--- src/rtl/lv_bist_seq.sv ---
// lv_bist_seq: LV logic BIST sequencer with run timeout, retry gap and held verdict/fail code/attempt count.
// Optional macro LV_BIST_SEQ_STICKY_FAIL_EN: fail code accumulates every attempt code of a run instead of the last only.
module lv_bist_seq #(
  parameter int unsigned BIST_RETRY_NUM = 2,
  parameter int unsigned BIST_GAP_CYC   = 16,
  parameter int unsigned BIST_WAIT_TH   = 200000
) (
  input  logic       i_clk,
  input  logic       i_rst,
  input  logic       i_bist_start,
  input  logic       i_bist_abort,
  output logic       o_bist_en,
  input  logic       i_lv_bist_done,
  input  logic       i_owt_bist_rult,
  input  logic       i_scan_reg_bist_rult,
  output logic       o_bist_busy,
  output logic       o_bist_cmplt,
  output logic       o_bist_pass,
  output logic [2:0] o_bist_fail_code,
  output logic [2:0] o_bist_att_cnt
);

  localparam int unsigned WaitW = $clog2(BIST_WAIT_TH);
  localparam int unsigned GapW  = $clog2(BIST_GAP_CYC + 1);
  localparam logic [WaitW-1:0] WaitLast = WaitW'(BIST_WAIT_TH - 1);
  localparam logic [GapW-1:0]  GapLast  = GapW'(BIST_GAP_CYC - 1);
  localparam logic [3:0]       RetryLim = 4'(BIST_RETRY_NUM);

  typedef enum logic [2:0] {IDLE, RUN, CHECK, GAP, DONE} state_e;

  state_e           state_q, state_d;
  logic [WaitW-1:0] waitCnt_q, waitCnt_d;
  logic [GapW-1:0]  gapCnt_q, gapCnt_d;
  logic [3:0]       attCnt_q, attCnt_d;
  logic             tmo_q, tmo_d;
  logic             en_q, en_d;
  logic             busy_q, busy_d;
  logic             cmplt_q, cmplt_d;
  logic             pass_q, pass_d;
  logic [2:0]       failCode_q, failCode_d;
  logic [2:0]       attOut_q, attOut_d;
  logic [2:0]       attCode;
  logic             abortHit;

  // A timed-out attempt reports only the timeout bit; result flags are meaningless then.
  assign attCode  = tmo_q ? 3'b100 : {1'b0, ~i_scan_reg_bist_rult, ~i_owt_bist_rult};
  assign abortHit = i_bist_abort && (state_q != IDLE);

  always_ff @(posedge i_clk) begin
    if (i_rst) begin
      state_q    <= IDLE;
      waitCnt_q  <= '0;
      gapCnt_q   <= '0;
      attCnt_q   <= '0;
      tmo_q      <= 1'b0;
      en_q       <= 1'b0;
      busy_q     <= 1'b0;
      cmplt_q    <= 1'b0;
      pass_q     <= 1'b0;
      failCode_q <= '0;
      attOut_q   <= '0;
    end else begin
      state_q    <= state_d;
      waitCnt_q  <= waitCnt_d;
      gapCnt_q   <= gapCnt_d;
      attCnt_q   <= attCnt_d;
      tmo_q      <= tmo_d;
      en_q       <= en_d;
      busy_q     <= busy_d;
      cmplt_q    <= cmplt_d;
      pass_q     <= pass_d;
      failCode_q <= failCode_d;
      attOut_q   <= attOut_d;
    end
  end

  always_comb begin
    state_d = state_q;
    unique case (state_q)
      IDLE:    if (i_bist_start && !i_bist_abort) state_d = RUN;
      RUN:     if (i_lv_bist_done || (waitCnt_q == WaitLast)) state_d = CHECK;
      CHECK: begin
        if (attCode == 3'b000)        state_d = DONE;
        else if (attCnt_q <= RetryLim) state_d = GAP;
        else                           state_d = DONE;
      end
      GAP:     if (gapCnt_q == GapLast) state_d = RUN;
      DONE:    state_d = IDLE;
      default: state_d = IDLE;
    endcase
    if (abortHit) state_d = IDLE;
  end

  always_comb begin
    waitCnt_d  = waitCnt_q;
    gapCnt_d   = gapCnt_q;
    attCnt_d   = attCnt_q;
    tmo_d      = tmo_q;
    pass_d     = pass_q;
    failCode_d = failCode_q;
    unique case (state_q)
      IDLE: begin
        if (state_d == RUN) begin
          pass_d     = 1'b0;
          failCode_d = '0;
          attCnt_d   = 4'd1;
          waitCnt_d  = '0;
          tmo_d      = 1'b0;
        end
      end
      RUN: begin
        if (waitCnt_q != {WaitW{1'b1}}) waitCnt_d = waitCnt_q + 1'b1;
        if ((state_d == CHECK) && !i_lv_bist_done) tmo_d = 1'b1;
      end
      CHECK: begin
`ifdef LV_BIST_SEQ_STICKY_FAIL_EN
        failCode_d = failCode_q | attCode;
`else
        failCode_d = attCode;
`endif
        if (state_d == DONE) pass_d = (attCode == 3'b000);
        if (state_d == GAP) begin
          if (attCnt_q != 4'hF) attCnt_d = attCnt_q + 4'd1;
          gapCnt_d = '0;
        end
      end
      GAP: begin
        if (state_d == RUN) begin
          waitCnt_d = '0;
          tmo_d     = 1'b0;
        end else if (gapCnt_q != {GapW{1'b1}}) begin
          gapCnt_d = gapCnt_q + 1'b1;
        end
      end
      default: ;
    endcase
    // Abort discards the run's verdict but keeps the attempt count for diagnosis.
    if (abortHit) begin
      pass_d     = 1'b0;
      failCode_d = '0;
      attCnt_d   = attCnt_q;
    end
    en_d     = (state_d == RUN) || (state_d == CHECK);
    busy_d   = (state_d == RUN) || (state_d == CHECK) || (state_d == GAP);
    cmplt_d  = (state_d == DONE);
    attOut_d = (attCnt_d > 4'd7) ? 3'd7 : attCnt_d[2:0];
  end

  assign o_bist_en        = en_q;
  assign o_bist_busy      = busy_q;
  assign o_bist_cmplt     = cmplt_q;
  assign o_bist_pass      = pass_q;
  assign o_bist_fail_code = failCode_q;
  assign o_bist_att_cnt   = attOut_q;

endmodule
--- config.mk ---
export PLATFORM = sky130hd
export DESIGN_NAME = lv_bist_seq
export DESIGN_NICKNAME = d
export VERILOG_FILES = /design/src/rtl/lv_bist_seq.sv
export SDC_FILE = /design/constraint.sdc
export NUM_CORES = 1
export LEC_CHECK = 0
export CORE_ASPECT_RATIO = 0.6
export CORE_MARGIN = 2
export CORE_UTILIZATION = 47
export CTS_CLUSTER_SIZE = 28
export DETAILED_ROUTE_END_ITERATION = 10
export DONT_BUFFER_PORTS = 1
export PLACE_DENSITY = 0.59
export RECOVER_POWER = 100
export SLEW_MARGIN = 20
export SYNTH_ARGS = -nofsm -noshare
export SYNTH_HDL_FRONTEND = slang
export SYNTH_SLANG_ARGS = --single-unit
export TNS_END_PERCENT = 30
--- constraint.sdc ---
create_clock -name i_clk -period 2.9 [get_ports i_clk]
set_input_delay 0.435 -clock i_clk [delete_from_list [all_inputs] [get_ports i_clk]]
set_output_delay 0.435 -clock i_clk [all_outputs]
set_load 0.01 [all_outputs]
==> After elaboration in Yosys (flattened, before gate mapping) <==
Cells that the tools add are included.
{ "op_classes": {"mux": 28, "order_cmp": 2, "n_eq_ne": 20, "reduce_logical": 21, "bitwise_logic": 2, "add_sub_neg": 3} }
{ "op_table": {"columns": ["cell", "count"], "rows": [
  ["2-to-1 mux 18 bit", 2],
  ["case mux 18 bit (2 select lines)", 1],
  ["2-to-1 mux 3 bit", 9],
  ["adder 18 x 1 -> 18 bit (second input constant)", 1],
  ["equality test 18 bit (second input constant)", 1],
  ["!= test 18 bit (second input constant)", 1],
  ["2-to-1 mux 4 bit", 4],
  ["2-to-1 mux 5 bit", 3],
  ["!= test 2 bit (second input constant)", 7],
  ["equality test 3 x 2 -> 1 bit (second input constant)", 4],
  ["case mux 3 bit (4 select lines)", 1],
  ["case mux 5 bit (2 select lines)", 1],
  ["AND reduction 3 bit", 3],
  ["case mux 4 bit (2 select lines)", 1],
  ["equality test 3 x 1 -> 1 bit (second input constant)", 2],
  ["logical NOT 3 bit", 2],
  ["case mux 3 bit (2 select lines)", 1],
  ["nonzero test 2 bit", 3],
  ["adder 5 x 1 -> 5 bit (second input constant)", 1],
  ["equality test 5 x 4 -> 1 bit (second input constant)", 1],
  ["!= test 5 bit (second input constant)", 1],
  ["adder 4 x 1 -> 4 bit (second input constant)", 1],
  ["> comparator 4 x 3 -> 1 bit (second input constant)", 1],
  ["<= comparator 4 x 2 -> 1 bit (second input constant)", 1],
  ["other kinds (13)", 23]
]} }
{ "word_totals": {"out_inout_bits": 10, "inputBits": 7, "regBits": 41, "wordCells": 87} }

==> Depth between registers and ports, before layout <==
{ "depth": {"word_depth": 12, "ltp_mapped": 10, "ltp_nobuf": 9} }

==> Worst setup path before layout <==
No wires, ideal clock.
{ "synth_timing": {"path_type": "input-to-reg", "startpoint": "input i_scan_reg_bist_rult", "endpoint": "register waitCnt_q[9]", "t_arrival_ns": 2.567, "path_stages": 8, "path_buffers": 1, "setup_ns": 0.071, "t_required_ns": 2.829, "path_slack_ns": 0.262, "path_cell_list": "and3b_1 or4_4 or3_1 a311o_1 buf_6 and2_4 or3_1 a21oi_1"} }
{ "synth_between": {"elab_chain_len": 9} }
{ "synth_rtl": {"columns": ["item", "line_no", "text"], "rows": [
  ["from (decl)", "15", "input logic i_scan_reg_bist_rult,"],
  ["inverter 1 bit", "46", "assign attCode = tmo_q ? 3'b100 : {1'b0, ~i_scan_reg_bist_rult, ~i_owt_bist_rult};"],
  ["2-to-1 mux 3 bit", "46", null],
  ["logical NOT 3 bit", "83", "if (attCode == 3'b000) state_d = DONE;"],
  ["2-to-1 mux 3 bit", "83", null],
  ["case mux 3 bit (4 select lines)", "79", "unique case (state_q)"],
  ["2-to-1 mux 3 bit", "91", "if (abortHit) state_d = IDLE;"],
  ["equality test 3 x 1 -> 1 bit", "103, 128", null],
  ["!= test 2 x 1 -> 1 bit (no source line)", null, null],
  ["AND reduction 3 bit (no source line)", null, null],
  ["to (signal assigned)", "64", "waitCnt_q <= waitCnt_d;"],
  ["to (decl)", "32", "logic [WaitW-1:0] waitCnt_q, waitCnt_d;"]
]} }
Every way passes these cells.
A chain may end at the register's enable or synchronous reset.

==> Worst setup path in the final report <==
{ "layout_timing": {"startpoint": "register tmo_q", "endpoint": "register waitCnt_q[15]"} }
{ "layout_between": {"elab_chain_len": 8} }
{ "layout_rtl": {"columns": ["item", "line_no", "text"], "rows": [
  ["from (decl)", "35", "logic tmo_q, tmo_d;"],
  ["from (signal assigned)", "67", "tmo_q <= tmo_d;"],
  ["2-to-1 mux 3 bit", "46", null],
  ["logical NOT 3 bit", "83", null],
  ["2-to-1 mux 3 bit", "83", null],
  ["case mux 3 bit (4 select lines)", "79", null],
  ["2-to-1 mux 3 bit", "91", null],
  ["equality test 3 x 1 -> 1 bit", "103, 128", null],
  ["!= test 2 x 1 -> 1 bit (no source line)", null, null],
  ["AND reduction 3 bit (no source line)", null, null]
]} }
Every way passes these cells.

==> impl_metrics.yaml <==
run_status:
  outcome: "finished clean"
run:
  cap_violations: 0
setup_path:
  critPathBufInv: 0
  ff2ff_setup_slack_ps: 200
  critPathLaunchType: "flip-flop"
  cp_cell_sequence: "and3b_1 > or4_4 > or3_1 > a311o_1 > and2_4 > or3_1 > a21oi_1"
  crit_path_end_kind: "flip-flop"
  crit_family: "simple AND/OR/NAND/NOR gates"
  cp_num_cells: 7
  r2r-start: "tmo_q"
  critPathCapture: "waitCnt_q[15]"
  crit_top_cell: "or3_1"
  slowest_delay_ps: 520
  crit_start: "tmo_q"
  critPathMaxFanout: 9
  cp_slowest_cell: "or4_4"
  r2r_end: "waitCnt_q[15]"
  crit_type: "reg -> reg"
  worstPathArrival_ps: 2920
  r2r_cells: 7
  worstPathRequired_ps: 3120
routing:
  wl_per_cell_um: 15.0
  drtIter0Drc: 215
  post-route-drc-count: 0
  drt-total-wl_mm: 4.80
  first_pass_iters: 5
  ant_nets: 0
  vias: 1847
  avgViaCountPerCell: 5.79
synth:
  yosys_warnings: 0
  synthFlopType: "dfxtp_1"
  synth_nets: 265
  synth_top_area_share_pct: 39.9
  synth_edf_count: 0
  yosysSeqAreaShare_pct: 39.9
  synth.avg_cell_area_um2: 8.17
  syn_area_um2: 2060
  ys_top_cells_by_area: "dfxtp_1, a21oi_1, nand3_1"
  yosysTopAreaCell: "dfxtp_1"
  synth_seq_cells: 41
  synth.distinct_cells: 48
  synthArstFlopShare_pct: 0
  syn_inst: 252
power_and_ir_drop:
  p_switching_mw: 0.275
  p_leak_nw: 0.829
  p_per_area_nw_per_um2: 487
  seq_power_share_pct: 54.8
  pwr-share-clk_pct: 33.9
  internal_power_mw: 0.810
  worst_ir_drop_vdd_mv: 0.252
  pwr-share-comb_pct: 11.3
  swShare_pct: 25.3
timing:
  post-route-period-util_pct: 93.0
  skew_ps: 5.14
  final-max-slew-violation-count: 0
  hold_viol: 0
  rsz0062_at_grt: "false"
  setup_tns_ps: 0
  fin_crit_ps: 2700
  final-setup-viol-count: 0
  timing.fmax_mhz: 371
  worst_slew_pin_slew_ps: 455
  maxSlewHeadroom_pct: 69.4
  setup_slack_ps: 203
floorplanning:
  dieArea_um2: 4940
  die-width_um: 89.4
  core_um2: 4170
  start_util_pct: 49.4
  die_h_um: 55.3
  ios: 17
  placement_rows: 18
final_layout:
  area_growth_pct: 8.15
  post-route-util_pct: 53.4
  nets: 272
  antenna_cells: 0
  final_cell_mix: "dfxtp_1, nor2_1, a21oi_1, nand3_1, nand2_1"
  layout_commonest_cell: "dfxtp_1"
  fill_cells: 392
  drive_gt1_share_pct: 8.11
  fin_area_um2: 2230
grt:
  antenna_found_initial: 0
  grt_pass1_vias: 1538
  gr-total-overflow: 0
  grt_max_degree: 18
  grt_usage_pct: 20.6
  grt_pass1_wl_mm: 7.85
clock_tree:
  cts_tree: "built"
  clock_latency_ps: 290
  root_buffer: "clkbuf_8"
  post_cts_buffers: 0
  clk_path_buf_depth: 2
  htreeDepth: 2
  ctsResizeCount: 0
  path_clk_slew_ps: 70
  cts_hold_buf: 0
  cts_buffers: 5
  cts_sinks: 41
place:
  dp_slack_ps: 78.2
  dp_hpwl_mm: 3.63
  post_dp_cell_area_um2: 2160
  place_congestion: 0.868
  numPortBuffers: 0
min_path:
  hp-class: "in -> reg"
  hold_start: "i_rst"
==> flip-flops by register name (all words and copies together) (netlist names) <==
name              flops
waitCnt_q            18
gapCnt_q              5
attCnt_q              4
o_bist_att_cnt        3
o_bist_fail_code      3
state_q               3
o_bist_busy           1
o_bist_cmplt          1
o_bist_en             1
o_bist_pass           1
tmo_q                 1
==> per-layer routing <==
| metal | wire length [µm] | vias up | track usage (%) |
|---|---|---|---|
| met5 | 0 | - | 0 |
| met4 | 51 | 0 | 5.12 |
| met3 | 516 | 11 | 6.43 |
| met2 | 1590 | 90 | 22.5 |
| met1 | 2640 | 819 | 36.3 |
| li1 | - | 927 | - |
==> cell families (layout without fill, tap and decap cells) <==
family | Yosys count | in the layout | share of synthesized area, %
AND/OR/NAND/NOR | 114 | 114 | 28.6
AO/OA/AOI/OAI | 64 | 64 | 20.6
flip-flops | 41 | 41 | 39.9
buffers and inverters | 19 | 26 | 3.83
XOR/XNOR | 8 | 8 | 3.40
adder cells (fa/ha/maj) | 6 | 6 | 3.65
==> area by class of cell <==
type                    count  area (µm²)  area share (%)
multi-input cells         192        1150            51.5
repair buffers             10        63.8            2.87
inverters                   9        33.8            1.52
clock buffers               7        86.3            3.88
well taps                  60        75.1            3.37
flip-flops and latches     41         821            36.9
==> synth_stat cells (all sizes together) (3+ instances only) <==
master,instances
and3,6
a31oi,10
and3b,3
a21oi,22
nand4,4
nor3,5
and2,3
o21a,3
o21ai,10
nor2b,4
dfxtp,41
nor4,3
a211oi,5
clkbuf,8
nor2,29
ha,6
xnor2,8
nand3,22
inv,8
or3,4
nand2,20
==> worst min path at each step <==
| stage | to | slack [ps] | depth (start not counted) |
|---|---|---|---|
| 2_1_floorplan | waitCnt_q[8] | 460 | 1 |
| 3_3_place_gp | gapCnt_q[1] | 470 | 2 |
| 3_5_place_dp | gapCnt_q[1] | 490 | 2 |
| 4_1_cts | attCnt_q[1] | 200 | 1 |
| 5_1_grt | attCnt_q[1] | 190 | 1 |
| 6_report | attCnt_q[1] | 210 | 1 |
==> through the flow <==
stage                     hold slack, ps  power [mW]  std cells
final                                214        1.08        319
after global placement               474       0.731        312
after global routing                 190        1.14        319
after CTS                            203        1.10        319
after detailed placement             491       0.729        312
after floorplan                      456       0.699        252
==> power by group through the flow <==
stage | combinational [mW] | sequential (mW) | clock (mW)
floorplan | 0.0988 | 0.600 | 0
global placement | 0.124 | 0.607 | 0
detailed placement | 0.123 | 0.607 | 0
CTS | 0.124 | 0.594 | 0.380
global route | 0.136 | 0.596 | 0.406
finish | 0.123 | 0.594 | 0.368
No activity file was read; power rests on OpenSTA's default activity.
